==> src/rtl/freq_meter_if.sv <==
// Control and result signals of the frequency meter.
// The measuring block uses the slave side; the control side uses master.
interface freq_meter_if #(
  parameter int unsigned CNT_W = 24
);
  logic             enable;
  logic             sig_in;
  logic [CNT_W-1:0] freq_out;
  logic             valid;
  logic             overflow;
  logic             busy;

  modport master (
    output enable, sig_in,
    input  freq_out, valid, overflow, busy
  );

  modport slave (
    input  enable, sig_in,
    output freq_out, valid, overflow, busy
  );
endinterface

==> src/rtl/freq_meter.sv <==
// Frequency meter: counts synchronized rising edges of sig_in inside a gate
// window of GATE_CYCLES clk_25M cycles and publishes the saturated count.
module freq_meter #(
  parameter int unsigned GATE_CYCLES = 25000000,
  parameter int unsigned CNT_W       = 24,
  parameter int unsigned SYNC_STAGES = 2
) (
  input  logic         clk_25M,
  input  logic         reset,
  freq_meter_if.slave  bus
);

  localparam int unsigned GW = $clog2(GATE_CYCLES);
  localparam logic [GW-1:0] GATE_LAST = GW'(GATE_CYCLES - 1);

  typedef enum logic {
    IDLE    = 1'b0,
    MEASURE = 1'b1
  } state_e;

  state_e                 state_q, state_d;
  logic [SYNC_STAGES-1:0] sync_q, sync_d;
  logic                   s_prev_q, s_prev_d;
  logic [GW-1:0]          gate_cnt_q, gate_cnt_d;
  logic [CNT_W-1:0]       edge_cnt_q, edge_cnt_d;
  logic                   ovf_i_q, ovf_i_d;
  logic [CNT_W-1:0]       freq_q, freq_d;
  logic                   overflow_q, overflow_d;
  logic                   valid_q, valid_d;

  logic                   s_sync;
  logic                   rise;
  logic                   at_max;
  logic [CNT_W-1:0]       cnt_inc;

  assign s_sync  = sync_q[SYNC_STAGES-1];
  assign rise    = s_sync & ~s_prev_q;
  assign at_max  = (edge_cnt_q == '1);
  assign cnt_inc = at_max ? edge_cnt_q : edge_cnt_q + CNT_W'(1);

  always_comb begin
    state_d    = state_q;
    sync_d     = {sync_q[SYNC_STAGES-2:0], bus.sig_in};
    // s_prev always tracks s_sync, so entering MEASURE never sees a stale low
    s_prev_d   = s_sync;
    gate_cnt_d = gate_cnt_q;
    edge_cnt_d = edge_cnt_q;
    ovf_i_d    = ovf_i_q;
    freq_d     = freq_q;
    overflow_d = overflow_q;
    valid_d    = 1'b0;

    unique case (state_q)
      IDLE: begin
        gate_cnt_d = '0;
        edge_cnt_d = '0;
        ovf_i_d    = 1'b0;
        if (bus.enable) begin
          state_d = MEASURE;
        end
      end
      MEASURE: begin
        if (!bus.enable) begin
          state_d    = IDLE;
          gate_cnt_d = '0;
          edge_cnt_d = '0;
          ovf_i_d    = 1'b0;
        end else if (gate_cnt_q == GATE_LAST) begin
          // Publish including an edge seen in the closing cycle; restart at once
          freq_d     = rise ? cnt_inc : edge_cnt_q;
          overflow_d = ovf_i_q | (rise & at_max);
          valid_d    = 1'b1;
          gate_cnt_d = '0;
          edge_cnt_d = '0;
          ovf_i_d    = 1'b0;
        end else begin
          gate_cnt_d = gate_cnt_q + GW'(1);
          if (rise) begin
            edge_cnt_d = cnt_inc;
            if (at_max) begin
              ovf_i_d = 1'b1;
            end
          end
        end
      end
      default: state_d = IDLE;
    endcase
  end

  always_ff @(posedge clk_25M or negedge reset) begin
    if (!reset) begin
      state_q    <= IDLE;
      sync_q     <= '0;
      s_prev_q   <= 1'b0;
      gate_cnt_q <= '0;
      edge_cnt_q <= '0;
      ovf_i_q    <= 1'b0;
      freq_q     <= '0;
      overflow_q <= 1'b0;
      valid_q    <= 1'b0;
    end else begin
      state_q    <= state_d;
      sync_q     <= sync_d;
      s_prev_q   <= s_prev_d;
      gate_cnt_q <= gate_cnt_d;
      edge_cnt_q <= edge_cnt_d;
      ovf_i_q    <= ovf_i_d;
      freq_q     <= freq_d;
      overflow_q <= overflow_d;
      valid_q    <= valid_d;
    end
  end

  assign bus.freq_out = freq_q;
  assign bus.overflow = overflow_q;
  assign bus.valid    = valid_q;
  assign bus.busy     = (state_q == MEASURE);

endmodule

==> src/flat_wrapper.sv <==
// flat-port wrapper written by rule: the top's interface ports become plain ports
module freq_meter_flat 
#(
  parameter int unsigned GATE_CYCLES = 25000000,
  parameter int unsigned CNT_W       = 24,
  parameter int unsigned SYNC_STAGES = 2
)
  (clk_25M, reset, bus_enable, bus_sig_in, bus_freq_out, bus_valid, bus_overflow, bus_busy);
  freq_meter_if #(.CNT_W(CNT_W)) bus_i ();
  input  logic clk_25M;
  input  logic reset;
  input wire logic [$bits(bus_i.enable)-1:0] bus_enable;
  input wire logic [$bits(bus_i.sig_in)-1:0] bus_sig_in;
  output wire logic [$bits(bus_i.freq_out)-1:0] bus_freq_out;
  output wire logic [$bits(bus_i.valid)-1:0] bus_valid;
  output wire logic [$bits(bus_i.overflow)-1:0] bus_overflow;
  output wire logic [$bits(bus_i.busy)-1:0] bus_busy;
  assign bus_i.enable = bus_enable;
  assign bus_i.sig_in = bus_sig_in;
  assign bus_freq_out = bus_i.freq_out;
  assign bus_valid = bus_i.valid;
  assign bus_overflow = bus_i.overflow;
  assign bus_busy = bus_i.busy;
  freq_meter #(.GATE_CYCLES(GATE_CYCLES), .CNT_W(CNT_W), .SYNC_STAGES(SYNC_STAGES)) u_core (.clk_25M(clk_25M), .reset(reset), .bus(bus_i));
endmodule
==> config.mk <==
export PLATFORM = sky130hd
export DESIGN_NAME = freq_meter_flat
export DESIGN_NICKNAME = d
export VERILOG_FILES = /design/src/rtl/freq_meter_if.sv /design/src/rtl/freq_meter.sv /design/src/flat_wrapper.sv
export SDC_FILE = /design/constraint.sdc
export NUM_CORES = 1
export LEC_CHECK = 0
export ABC_AREA = 1
export BUFFER_PORTS_ARGS = -buffer_cell sky130_fd_sc_hd__clkbuf_2
export CAP_MARGIN = 20
export CELL_PAD_IN_SITES_DETAIL_PLACEMENT = 0
export CELL_PAD_IN_SITES_GLOBAL_PLACEMENT = 2
export CORE_MARGIN = 2
export CORE_UTILIZATION = 39
export CTS_BUF_LIST = sky130_fd_sc_hd__clkbuf_4 sky130_fd_sc_hd__clkbuf_8
export CTS_CLUSTER_SIZE = 25
export DETAILED_ROUTE_END_ITERATION = 12
export HOLD_SLACK_MARGIN = 0.12
export PLACE_DENSITY_LB_ADDON = 0.1
export SYNTH_ARGS = -nofsm -noshare
export SYNTH_HDL_FRONTEND = slang
export SYNTH_SLANG_ARGS = --single-unit
==> constraint.sdc <==
create_clock -name clk_25M -period 3 [get_ports clk_25M]
set_input_delay 0.15 -clock clk_25M [delete_from_list [all_inputs] [get_ports clk_25M]]
set_output_delay 0.15 -clock clk_25M [all_outputs]
set_load 0.01 [all_outputs]
==> results.py, run 1 <==
metrics = {
    "clock_tree": {
        "post-cts-setup-buffers": 0,
        "cts_tree": "built",
        "clock_sinks": 80,
        "cts_max_level": 3,
        "cts_root_buf": "clkbuf_8",
        "clkTransAtPathRegs_ps": 80,
        "hold_buffers": 3,
        "cts-buffers-inserted": 9,
        "cts_resized": 0,
        "insertion_delay_ps": 350,
        "clock_path_buffers": 2,
    },
    "worst_setup_path": {
        "required_ps": 3220,
        "crit_slowest_cell": "buf_4",
        "cp.arrival_ps": 2230,
        "crit_path_end_kind": "flip-flop",
        "crit_fanout": 37,
        "reg2reg_slack_ps": 990,
        "start_kind": "flip-flop",
        "max_stage_delay_ps": 420,
        "crit_chain": "ha_1 > nand2_2 > nor2_4 > nand2_2 > nor2_4 > nand3_4 > nand2_1 > buf_4 > a21oi_1",
        "crit_family": "simple AND/OR/NAND/NOR gates",
        "cp_num_buf_inv": 1,
        "critPathKind": "flip-flop to flip-flop",
    },
    "placed_design": {
        "gp_congestion": 0.813,
        "place_hpwl_um": 6850,
        "dp_cells": 717,
        "port_buffers": 30,
    },
    "cells_and_area": {
        "fill_cells": 1077,
        "n_antenna_cell": 0,
        "layout-drive-gt1-share": 0.130,
        "num-nets-final": 602,
        "stdcell_count": 737,
        "area_growth_pct": 13.0,
    },
    "global_routing": {
        "grt_pass1_wl_um": 16300,
        "gr-total-overflow": 0,
        "grt_pass1_vias": 3328,
        "grt_start_max_net_pins": 81,
        "grt_usage": 0.180,
        "grt_antenna_before_repair": 0,
    },
    "power": {
        "combPwrFrac": 0.030,
        "p_per_area_nw_per_um2": 434,
        "pwr-share-seq": 0.524,
        "swShare": 0.217,
        "leakage_nw": 2.23,
        "clkPwrFrac": 0.445,
        "ir_drop_mv": 0.215,
        "switchingPower_w": 0.000449,
        "p_int_w": 0.00162,
    },
    "die": {
        "core_area_um2": 10400,
        "rows": 37,
        "die_y_um": 108,
        "die_x_um": 108,
        "io_pins": 31,
        "design.die.area_um2": 11700,
        "start_util": 0.405,
    },
    "sta": {
        "finalCritPeriodShare": 0.670,
        "finClkSkew_ps": 7.07,
        "final_hold_viol_count": 0,
        "drv_slew": 0,
        "timing.fmax_mhz": 497,
        "fin_crit_ps": 2010,
        "setup_viol": 0,
        "slew_headroom": 0.704,
        "grt_setup_unrepaired": "no",
        "tns_ps": 0,
        "worst_slew_pin_slew_ps": 443,
    },
    "synth": {
        "synth-edff-count": 0,
        "ys_ff_latch": 80,
        "synth_area_leader_cell": "dfrtp_1",
        "syn_area_um2": 4220,
        "synth_common_cells": "193 x nand2_1, 82 x nor2_1, 80 x dfrtp_1, 51 x inv_1, 33 x nand3_1",
        "synth_flop_cell": "dfrtp_1",
        "synth_nets": 565,
        "yosysMostFrequentCell": "nand2_1",
        "synth_area_leaders": "dfrtp_1 47%, nand2_1 17%, nor2_1 7.3%",
        "yosysWarnings": 0,
        "syn-instance-count": 559,
        "synth.avg_cell_area_um2": 7.55,
        "synth_top_area_share": 0.474,
        "synth_async_sr_flop_share": 1.00,
        "ys_seq_area_frac": 0.474,
        "synth_cell_type_count": 33,
    },
    "run": {
        "maxCapViolations": 0,
    },
    "detailed_routing": {
        "ant_nets": 0,
        "drcViolationCount": 0,
        "vias": 3463,
        "avgRoutedWirePerCell_um": 13.1,
        "viasPerCell": 4.70,
        "drt_iter0_markers": 145,
        "totalWireLength_um": 9630,
        "dr.pass1.iters": 4,
    },
    "outcome": {
        "outcome": "finished, final reports clean",
    },
    "hold_path": {
        "min_path_type": "input pin to asynchronous set/reset pin",
    },
}
power by group through the flow:
| stage | clock (W) | sequential (W) | combinational, W |
|---|---|---|---|
| 3_5_place_dp | 0 | 0.00111 | 0.0000585 |
| 3_3_place_gp | 0 | 0.00111 | 0.0000575 |
| 5_1_grt | 0.00101 | 0.00109 | 0.0000726 |
| 2_1_floorplan | 0 | 0.00111 | 0.0000237 |
| 4_1_cts | 0.000956 | 0.00109 | 0.0000614 |
| 6_report | 0.000923 | 0.00109 | 0.0000630 |
state kept, by name, summed over array words and instances (netlist names):
register and count:
u_core.edge_cnt_q 24, u_core.ovf_i_q 1, u_core.bus.freq_out 24, u_core.s_prev_q 1, u_core.gate_cnt_q 25, u_core.bus.busy 1
u_core.bus.valid 1, u_core.bus.overflow 1, u_core.sync_q 2
cell families (layout without fill, tap and decap cells):
logic type / count (synthesis) / after routing / synth area share
and+or+nand+nor: 363 / 363 / 0.375
DFF: 80 / 80 / 0.474
buffers and inverters: 66 / 108 / 0.0700
AOI/OAI and AO/OA: 36 / 36 / 0.0501
xor gates and xnor gates: 12 / 12 / 0.0249
adders and majority gates: 2 / 2 / 0.00593
per-layer routing:
metal	track usage	vias up	part of all wire
met2	0.310	48	0.50
met1	0.226	1572	0.47
li1	-	1835	-
met4	0.0614	0	0.0099
met3	0.0344	8	0.027
met5	0	-	0
metrics by stage:
step                power (W)  utilization  cell area (um2)  setup WS (ps)  hold slack, ps
CTS                   0.00210        0.455             4740            961             356
global placement      0.00116        0.430             4480           1020             258
global route          0.00217        0.458             4770            765             300
detailed placement    0.00117        0.430             4480            964             263
floorplan             0.00113            -             4220           1340            -146
finish                0.00207        0.458             4770            990             277
worst reg2reg max path: stages, from the launching register on:
cell and delay, ps:
dfrtp_1 410, ha_1 200, nand2_2 80, nor2_4 100
nand2_2 70, nor2_4 190, nand3_4 130, nand2_1 180
buf_4 420, a21oi_1 100
path summary, 6_finish.rpt:
kind	startpoint	to	depth (start not counted)
setup / recovery	u_core.gate_cnt_q[0]	u_core.edge_cnt_q[6]	9
min in group clk_25M	u_core.sync_q[0]	u_core.sync_q[1]	0
setup reg to reg	u_core.gate_cnt_q[0]	u_core.edge_cnt_q[6]	9
max in group asynchronous	reset	u_core.bus.overflow	3
hold / removal	reset	u_core.bus.freq_out[3]	2
hold reg to reg	u_core.sync_q[0]	u_core.sync_q[1]	0
area by class of cell:
cell class                      count  area [um2]  area share
Clock inverter                      4        76.3      0.0160
Timing Repair Buffer               36         225      0.0472
Sequential cell                    80        2000       0.420
Clock buffer                       12         159      0.0333
Tap cell                          136         170      0.0357
Multi-Input combinational cell    413        1920       0.403
Inverter                           56         215      0.0451
placed cells by master (no fill, tap or decap), drive strengths merged, types with 11 or more instances in the layout:
master  count
o21ai      11
a21oi      19
nand2     199
nor2       91
dfrtp      80
nand4      13
inv        55
nand3      36
clkbuf     41
nor3       17
No activity file was read; power rests on OpenSTA's default activity.
==> run 2, diff against run 1 <==
--- a/config.mk
+++ b/config.mk
@@ -11,7 +11,7 @@
 export CELL_PAD_IN_SITES_DETAIL_PLACEMENT = 0
 export CELL_PAD_IN_SITES_GLOBAL_PLACEMENT = 2
 export CORE_MARGIN = 2
-export CORE_UTILIZATION = 39
+export CORE_UTILIZATION = 37
 export CTS_BUF_LIST = sky130_fd_sc_hd__clkbuf_4 sky130_fd_sc_hd__clkbuf_8
 export CTS_CLUSTER_SIZE = 25
 export DETAILED_ROUTE_END_ITERATION = 12
==> constraint.sdc (replaced) <==
create_clock -name clk_25M -period 2.08 [get_ports clk_25M]
set_input_delay 0.104 -clock clk_25M [delete_from_list [all_inputs] [get_ports clk_25M]]
set_output_delay 0.104 -clock clk_25M [all_outputs]
set_load 0.01 [all_outputs]
==> run 2 against run 1 <==
Worst setup slack worse by 780 ps; critical path depth is 2 higher; routed wire length is 5.4% higher; non-clock buffer count rose by 7; register-to-register slack worse by 780 ps; power rose by 42%; die area rose by 5.2%; maximum frequency rose by 7.7%; hold slack worse by 47 ps; final area grew 1.3%; sequential share of layout area is 0.54 points lower.
==> results.py, run 2 (synthesis gave the netlist of run 1 again) <==
metrics = {
    "outcome": {
        "outcome": "finished, final reports clean",
    },
    "detailed_routing": {
        "drcViolationCount": 0,
        "viasPerCell": 4.72,
        "totalWireLength_um": 10200,
        "ant_nets": 0,
        "drt_iter0_markers": 105,
        "dr.pass1.iters": 4,
        "avgRoutedWirePerCell_um": 13.5,
        "vias": 3541,
    },
    "sta": {
        "final_hold_viol_count": 0,
        "fin_hold_ws_ps": 230,
        "setup_viol": 0,
        "tns_ps": 0,
        "finClkSkew_ps": 10.7,
        "grt_setup_unrepaired": "no",
        "drv_slew": 0,
        "worst_slew_pin_slew_ps": 487,
        "slew_headroom": 0.674,
        "finalCritPeriodShare": 0.898,
        "fin_crit_ps": 1870,
        "timing.fmax_mhz": 536,
    },
    "placed_design": {
        "gp_congestion": 0.814,
        "place_hpwl_um": 7490,
        "port_buffers": 30,
        "dp_cells": 732,
    },
    "power": {
        "power_w": 0.00295,
        "ir_drop_mv": 0.312,
        "p_per_area_nw_per_um2": 610,
        "leakage_nw": 2.26,
    },
    "cells_and_area": {
        "area_growth_pct": 14.5,
        "fill_cells": 1156,
        "stdcell_count": 751,
        "final_common_cell": "nand2_1",
        "regMostFlops": "u_core.gate_cnt_q",
        "n_antenna_cell": 0,
        "largest_reg_flops": 25,
        "layout.core_utilization": 0.429,
        "layout-drive-gt1-share": 0.141,
        "num-nets-final": 609,
        "layout_common_cells": "193 x nand2_1, 81 x nor2_1, 80 x dfrtp_1",
    },
    "worst_setup_path": {
        "cp.arrival_ps": 2150,
        "max_stage_delay_ps": 390,
        "cpMostUsedCell": "nand2_1",
        "reg2reg_slack_ps": 210,
        "crit_fanout": 4,
        "crit_slowest_cell": "dfrtp_1",
        "r2r-start": "u_core.edge_cnt_q[0]",
        "required_ps": 2360,
        "crit_chain": "ha_1 > nand3_1 > nor2_1 > nand2_1 > nor2_1 > buf_4 > nand3_1 > nand2_1 > nand2_1 > nand2_1 > nand2_1",
        "start_kind": "flip-flop",
        "critPathLaunch": "u_core.edge_cnt_q[0]",
        "critPathKind": "flip-flop to flip-flop",
        "crit_path_end_kind": "flip-flop",
    },
    "die": {
        "die_x_um": 111,
        "die_y_um": 111,
        "core_area_um2": 11300,
        "rows": 39,
        "start_util": 0.374,
        "io_pins": 31,
        "design.die.area_um2": 12300,
    },
    "global_routing": {
        "gr-total-overflow": 0,
        "grt_start_max_net_pins": 35,
        "grt_antenna_before_repair": 0,
        "grt_usage": 0.176,
        "grt_pass1_wl_um": 17200,
        "grt_pass1_vias": 3530,
    },
    "clock_tree": {
        "clkTransAtPathRegs_ps": 90,
        "clock_sinks": 80,
        "insertion_delay_ps": 380,
        "cts-buffers-inserted": 9,
        "cts_tree": "built",
        "cts_root_buf": "clkbuf_8",
        "clock_path_buffers": 2,
        "post-cts-setup-buffers": 0,
        "cts_max_level": 3,
    },
    "run": {
        "maxCapViolations": 0,
    },
    "hold_path": {
        "min_path_type": "input pin to asynchronous set/reset pin",
    },
}
[run 2: power breakdown]
| part | switching, W | leakage (nW) | internal, W |
|---|---|---|---|
| Combinational | 0.0000736 | 1.04 | 0.0000268 |
| Sequential | 0.00000499 | 1.11 | 0.00156 |
| Clock | 0.000582 | 0.116 | 0.000698 |
| Total | 0.000661 | 2.26 | 0.00229 |
[run 2: worst paths after layout]
check / endpoint / cells past startpoint
setup reg to reg: u_core.bus.freq_out[18] / 11
hold reg to reg: u_core.sync_q[1] / 0
max in group asynchronous: u_core.bus.freq_out[21] / 3
setup / recovery: u_core.bus.freq_out[18] / 11
hold / removal: u_core.edge_cnt_q[13] / 2
min in group clk_25M: u_core.sync_q[1] / 0
[run 2: stage by stage]
step	setup slack (ps)	cell area [um2]
2_1_floorplan	416	4220
3_3_place_gp	110	4570
3_5_place_dp	87.4	4570
4_1_cts	74.1	4820
5_1_grt	47.5	4830
6_report	213	4830
[run 2: routing by layer]
layer,GRT usage,part of all wire,vias to the layer above,routed length (um)
met1,0.215,0.46,1650,4710
met3,0.0350,0.023,11,230
met2,0.306,0.49,31,5020
li1,-,-,1849,-
met5,0,0,-,0
met4,0.0725,0.019,0,188
[run 2: worst max-delay path: cells and delay by family, from the launching register on]
kind                     cells  cell delay (ps)
adder cells (fa/ha/maj)      1              230
buffers and inverters        1              150
flip-flops                   1              390
AND/OR/NAND/NOR              9             1000
[run 2: layout make-up]
cell class,instances,area (um2),area share
clock inverter,2,35.0,0.00725
timing repair buffer,43,283,0.0585
inverter,56,215,0.0445
multi-input combinational,413,1930,0.400
tap,143,179,0.0370
sequential,80,2000,0.414
clock buffer,14,186,0.0386
[run 2: repair_timing]
item | CTS | global route
hold buffers | 3 | 0
hold endpoints to repair | 71 | 0
gates resized for setup | 0 | 2
setup endpoints to repair | 0 | 14
==> run 3, diff against run 2 <==
--- a/config.mk
+++ b/config.mk
@@ -5,13 +5,12 @@
 export SDC_FILE = /design/constraint.sdc
 export NUM_CORES = 1
 export LEC_CHECK = 0
-export ABC_AREA = 1
 export BUFFER_PORTS_ARGS = -buffer_cell sky130_fd_sc_hd__clkbuf_2
 export CAP_MARGIN = 20
 export CELL_PAD_IN_SITES_DETAIL_PLACEMENT = 0
 export CELL_PAD_IN_SITES_GLOBAL_PLACEMENT = 2
 export CORE_MARGIN = 2
-export CORE_UTILIZATION = 37
+export CORE_UTILIZATION = 40
 export CTS_BUF_LIST = sky130_fd_sc_hd__clkbuf_4 sky130_fd_sc_hd__clkbuf_8
 export CTS_CLUSTER_SIZE = 25
 export DETAILED_ROUTE_END_ITERATION = 12
==> run 3 against run 2 <==
Register-to-register slack got worse by 100 ps; sequential power is essentially flat; utilization is 5.2 points higher; flip-flop and latch count unchanged; power is 5.4% lower; clock power is 11% lower; final area decreased by 8.5%; sequential share of layout area is 3.8 points higher; critical endpoint is now u_core.bus.freq_out[12]; largest cell class unchanged; largest power group unchanged.
==> results.py, run 3 <==
metrics = {
    "synth": {
        "synth_flop_cell": "dfrtp_1",
        "ys_ff_latch": 80,
        "synth_nets": 371,
        "synth_cell_type_count": 42,
        "synth_async_sr_flop_share": 1.00,
        "synth.avg_cell_area_um2": 10.3,
        "synth_top_area_share": 0.531,
        "synth_common_cells": "80 x dfrtp_1, 76 x nor2_1, 35 x xnor2_1, 19 x a21oi_1, 18 x nand3_1",
        "synth-edff-count": 0,
        "synth_area_leader_cell": "dfrtp_1",
        "yosysMostFrequentCell": "dfrtp_1",
        "syn-instance-count": 365,
        "yosysWarnings": 0,
        "synth_area_leaders": "dfrtp_1 53%, xnor2_1 8.1%, nor2_1 7.6%",
        "syn_area_um2": 3770,
        "ys_seq_area_frac": 0.531,
    },
    "global_routing": {
        "grt_start_max_net_pins": 48,
        "grt_pass1_wl_um": 13100,
        "grt_pass1_vias": 2658,
        "gr-total-overflow": 0,
        "grt_antenna_before_repair": 0,
        "grt_usage": 0.162,
    },
    "clock_tree": {
        "cts_root_buf": "clkbuf_8",
        "clkTransAtPathRegs_ps": 80,
        "cts_max_level": 3,
        "insertion_delay_ps": 340,
        "cts-buffers-inserted": 9,
        "clock_path_buffers": 2,
        "clock_sinks": 80,
        "cts_tree": "built",
    },
    "sta": {
        "drv_slew": 0,
        "finClkSkew_ps": 8.64,
        "worst_slew_pin_slew_ps": 555,
        "tns_ps": 0,
        "final_hold_viol_count": 0,
        "slew_headroom": 0.625,
        "grt_setup_unrepaired": "no",
        "finalCritPeriodShare": 0.947,
        "setup_viol": 0,
        "fin_crit_ps": 1970,
        "timing.fmax_mhz": 508,
    },
    "detailed_routing": {
        "dr.pass1.iters": 4,
        "ant_nets": 0,
        "avgRoutedWirePerCell_um": 14.4,
        "drt_iter0_markers": 53,
        "drcViolationCount": 0,
        "vias": 2709,
        "totalWireLength_um": 7670,
        "viasPerCell": 5.10,
    },
    "die": {
        "rows": 35,
        "start_util": 0.410,
        "io_pins": 31,
        "die_y_um": 101,
        "design.die.area_um2": 10200,
        "die_x_um": 101,
        "core_area_um2": 9200,
    },
    "worst_setup_path": {
        "r2r_end": "u_core.bus.freq_out[12]",
        "reg2reg_slack_ps": 110,
        "r2r-start": "u_core.gate_cnt_q[13]",
        "crit_chain": "nand3_1 > or4b_4 > nor4_4 > buf_12 > mux2_2",
        "crit_path_end_kind": "flip-flop",
        "cp.arrival_ps": 2200,
        "max_stage_delay_ps": 520,
        "crit_family": "simple AND/OR/NAND/NOR gates",
        "start_kind": "flip-flop",
        "crit_slowest_cell": "or4b_4",
        "crit_fanout": 16,
        "cp_num_buf_inv": 1,
        "required_ps": 2310,
        "critPathKind": "flip-flop to flip-flop",
        "ff2ff_path_depth": 5,
    },
    "outcome": {
        "outcome": "finished, final reports clean",
    },
    "cells_and_area": {
        "final-seq-area_um2": 2000,
        "final_common_cell": "dfrtp_1",
        "stdcell_count": 531,
        "multiInputGateArea_um2": 1620,
        "num-nets-final": 423,
        "regMostFlops": "u_core.gate_cnt_q",
        "layout_common_cells": "80 x dfrtp_1, 76 x nor2_1, 35 x xnor2_1",
        "layout-drive-gt1-share": 0.224,
        "fill_cells": 897,
        "n_antenna_cell": 0,
        "area_growth_pct": 17.4,
        "layout.core_utilization": 0.481,
        "largest_reg_flops": 25,
    },
    "placed_design": {
        "port_buffers": 30,
        "dp_cells": 514,
        "place_hpwl_um": 5230,
        "gp_congestion": 0.792,
    },
    "power": {
        "p_per_area_nw_per_um2": 630,
        "ir_drop_mv": 0.378,
        "leakage_nw": 1.87,
    },
    "run": {
        "maxCapViolations": 0,
    },
    "hold_path": {
        "min_path_type": "input pin to asynchronous set/reset pin",
    },
}
==> run 3: cell count changes after synthesis, sizes merged, moves of 9 or more <==
cell,delta
a21oi,+9
o21ai,-10
xnor2,+31
nor4,+17
inv,-47
nor2,-15
nand2,-186
nand3,-18
==> run 3: repair_timing <==
action	in CTS	in global routing
buffers inserted	0	0
resized for setup	0	3
hold buffers	3	0
endpoints found under the hold margin	35	0
setup endpoints to repair	0	16
==> run 3: layout make-up <==
class                           count  share of cell area
Sequential cell                    80               0.452
Multi-Input combinational cell    259               0.367
Timing Repair Buffer               59              0.0984
Clock buffer                       11              0.0342
Tap cell                          111              0.0314
Clock inverter                      3             0.00962
Inverter                            8             0.00679
==> run 3: stage by stage <==
stage | worst slack [ps] | power [W] | area [um2] | hold slack [ps]
3_5_place_dp | 93.5 | 0.00168 | 4190 | 96.9
3_3_place_gp | 138 | 0.00167 | 4190 | 86.3
4_1_cts | 68.1 | 0.00284 | 4410 | 260
5_1_grt | 10.5 | 0.00289 | 4420 | 290
2_1_floorplan | 230 | 0.00162 | 3770 | -192
6_report | 110 | 0.00279 | 4420 | 250
==> run 3: where the power goes <==
group / internal, W / leakage (nW) / switching [W] / total [W]
Clock: 0.000605 / 0.0973 / 0.000539 / 0.00114
Combinational: 0.0000217 / 0.677 / 0.0000565 / 0.0000782
Sequential: 0.00156 / 1.10 / 0.00000512 / 0.00157
Total: 0.00219 / 1.87 / 0.000601 / 0.00279
==> run 3: kinds of logic (layout without fill, tap and decap cells) <==
group                      Yosys count  after routing  share of synthesized area
and+or+nand+nor                    173            173                      0.249
AOI/OAI and AO/OA                   39             39                     0.0664
adders and majority gates            2              2                    0.00664
buffers and inverters               26             81                     0.0389
DFF                                 80             80                      0.531
xor gates and xnor gates            40             40                     0.0930
muxes                                5              5                     0.0143
==> run 3: routing by layer <==
layer / up-vias / track usage / part of all wire
met5: - / 0 / 0
met4: 0 / 0.0551 / 0.014
met3: 12 / 0.0402 / 0.028
met2: 33 / 0.263 / 0.47
met1: 1297 / 0.212 / 0.49
li1: 1367 / - / -
==> run 3: worst register-to-register path, cell delays in order, from the launching register on <==
cell,delay (ps)
dfrtp_1,400
nand3_1,130
or4b_4,520
nor4_4,270
buf_12,190
mux2_2,340
==> run 3: how the worst max path moves through the flow <==
stage | startpoint | end | slack [ps] | depth (start not counted)
2_1_floorplan | u_core.edge_cnt_q[0] | u_core.bus.freq_out[14] | 230 | 7
3_3_place_gp | u_core.gate_cnt_q[13] | u_core.bus.freq_out[21] | 140 | 7
3_5_place_dp | u_core.gate_cnt_q[13] | u_core.bus.freq_out[21] | 90 | 7
4_1_cts | u_core.gate_cnt_q[13] | u_core.bus.freq_out[15] | 70 | 7
5_1_grt | u_core.gate_cnt_q[13] | u_core.bus.freq_out[14] | 10 | 5
6_report | u_core.gate_cnt_q[13] | u_core.bus.freq_out[12] | 110 | 5
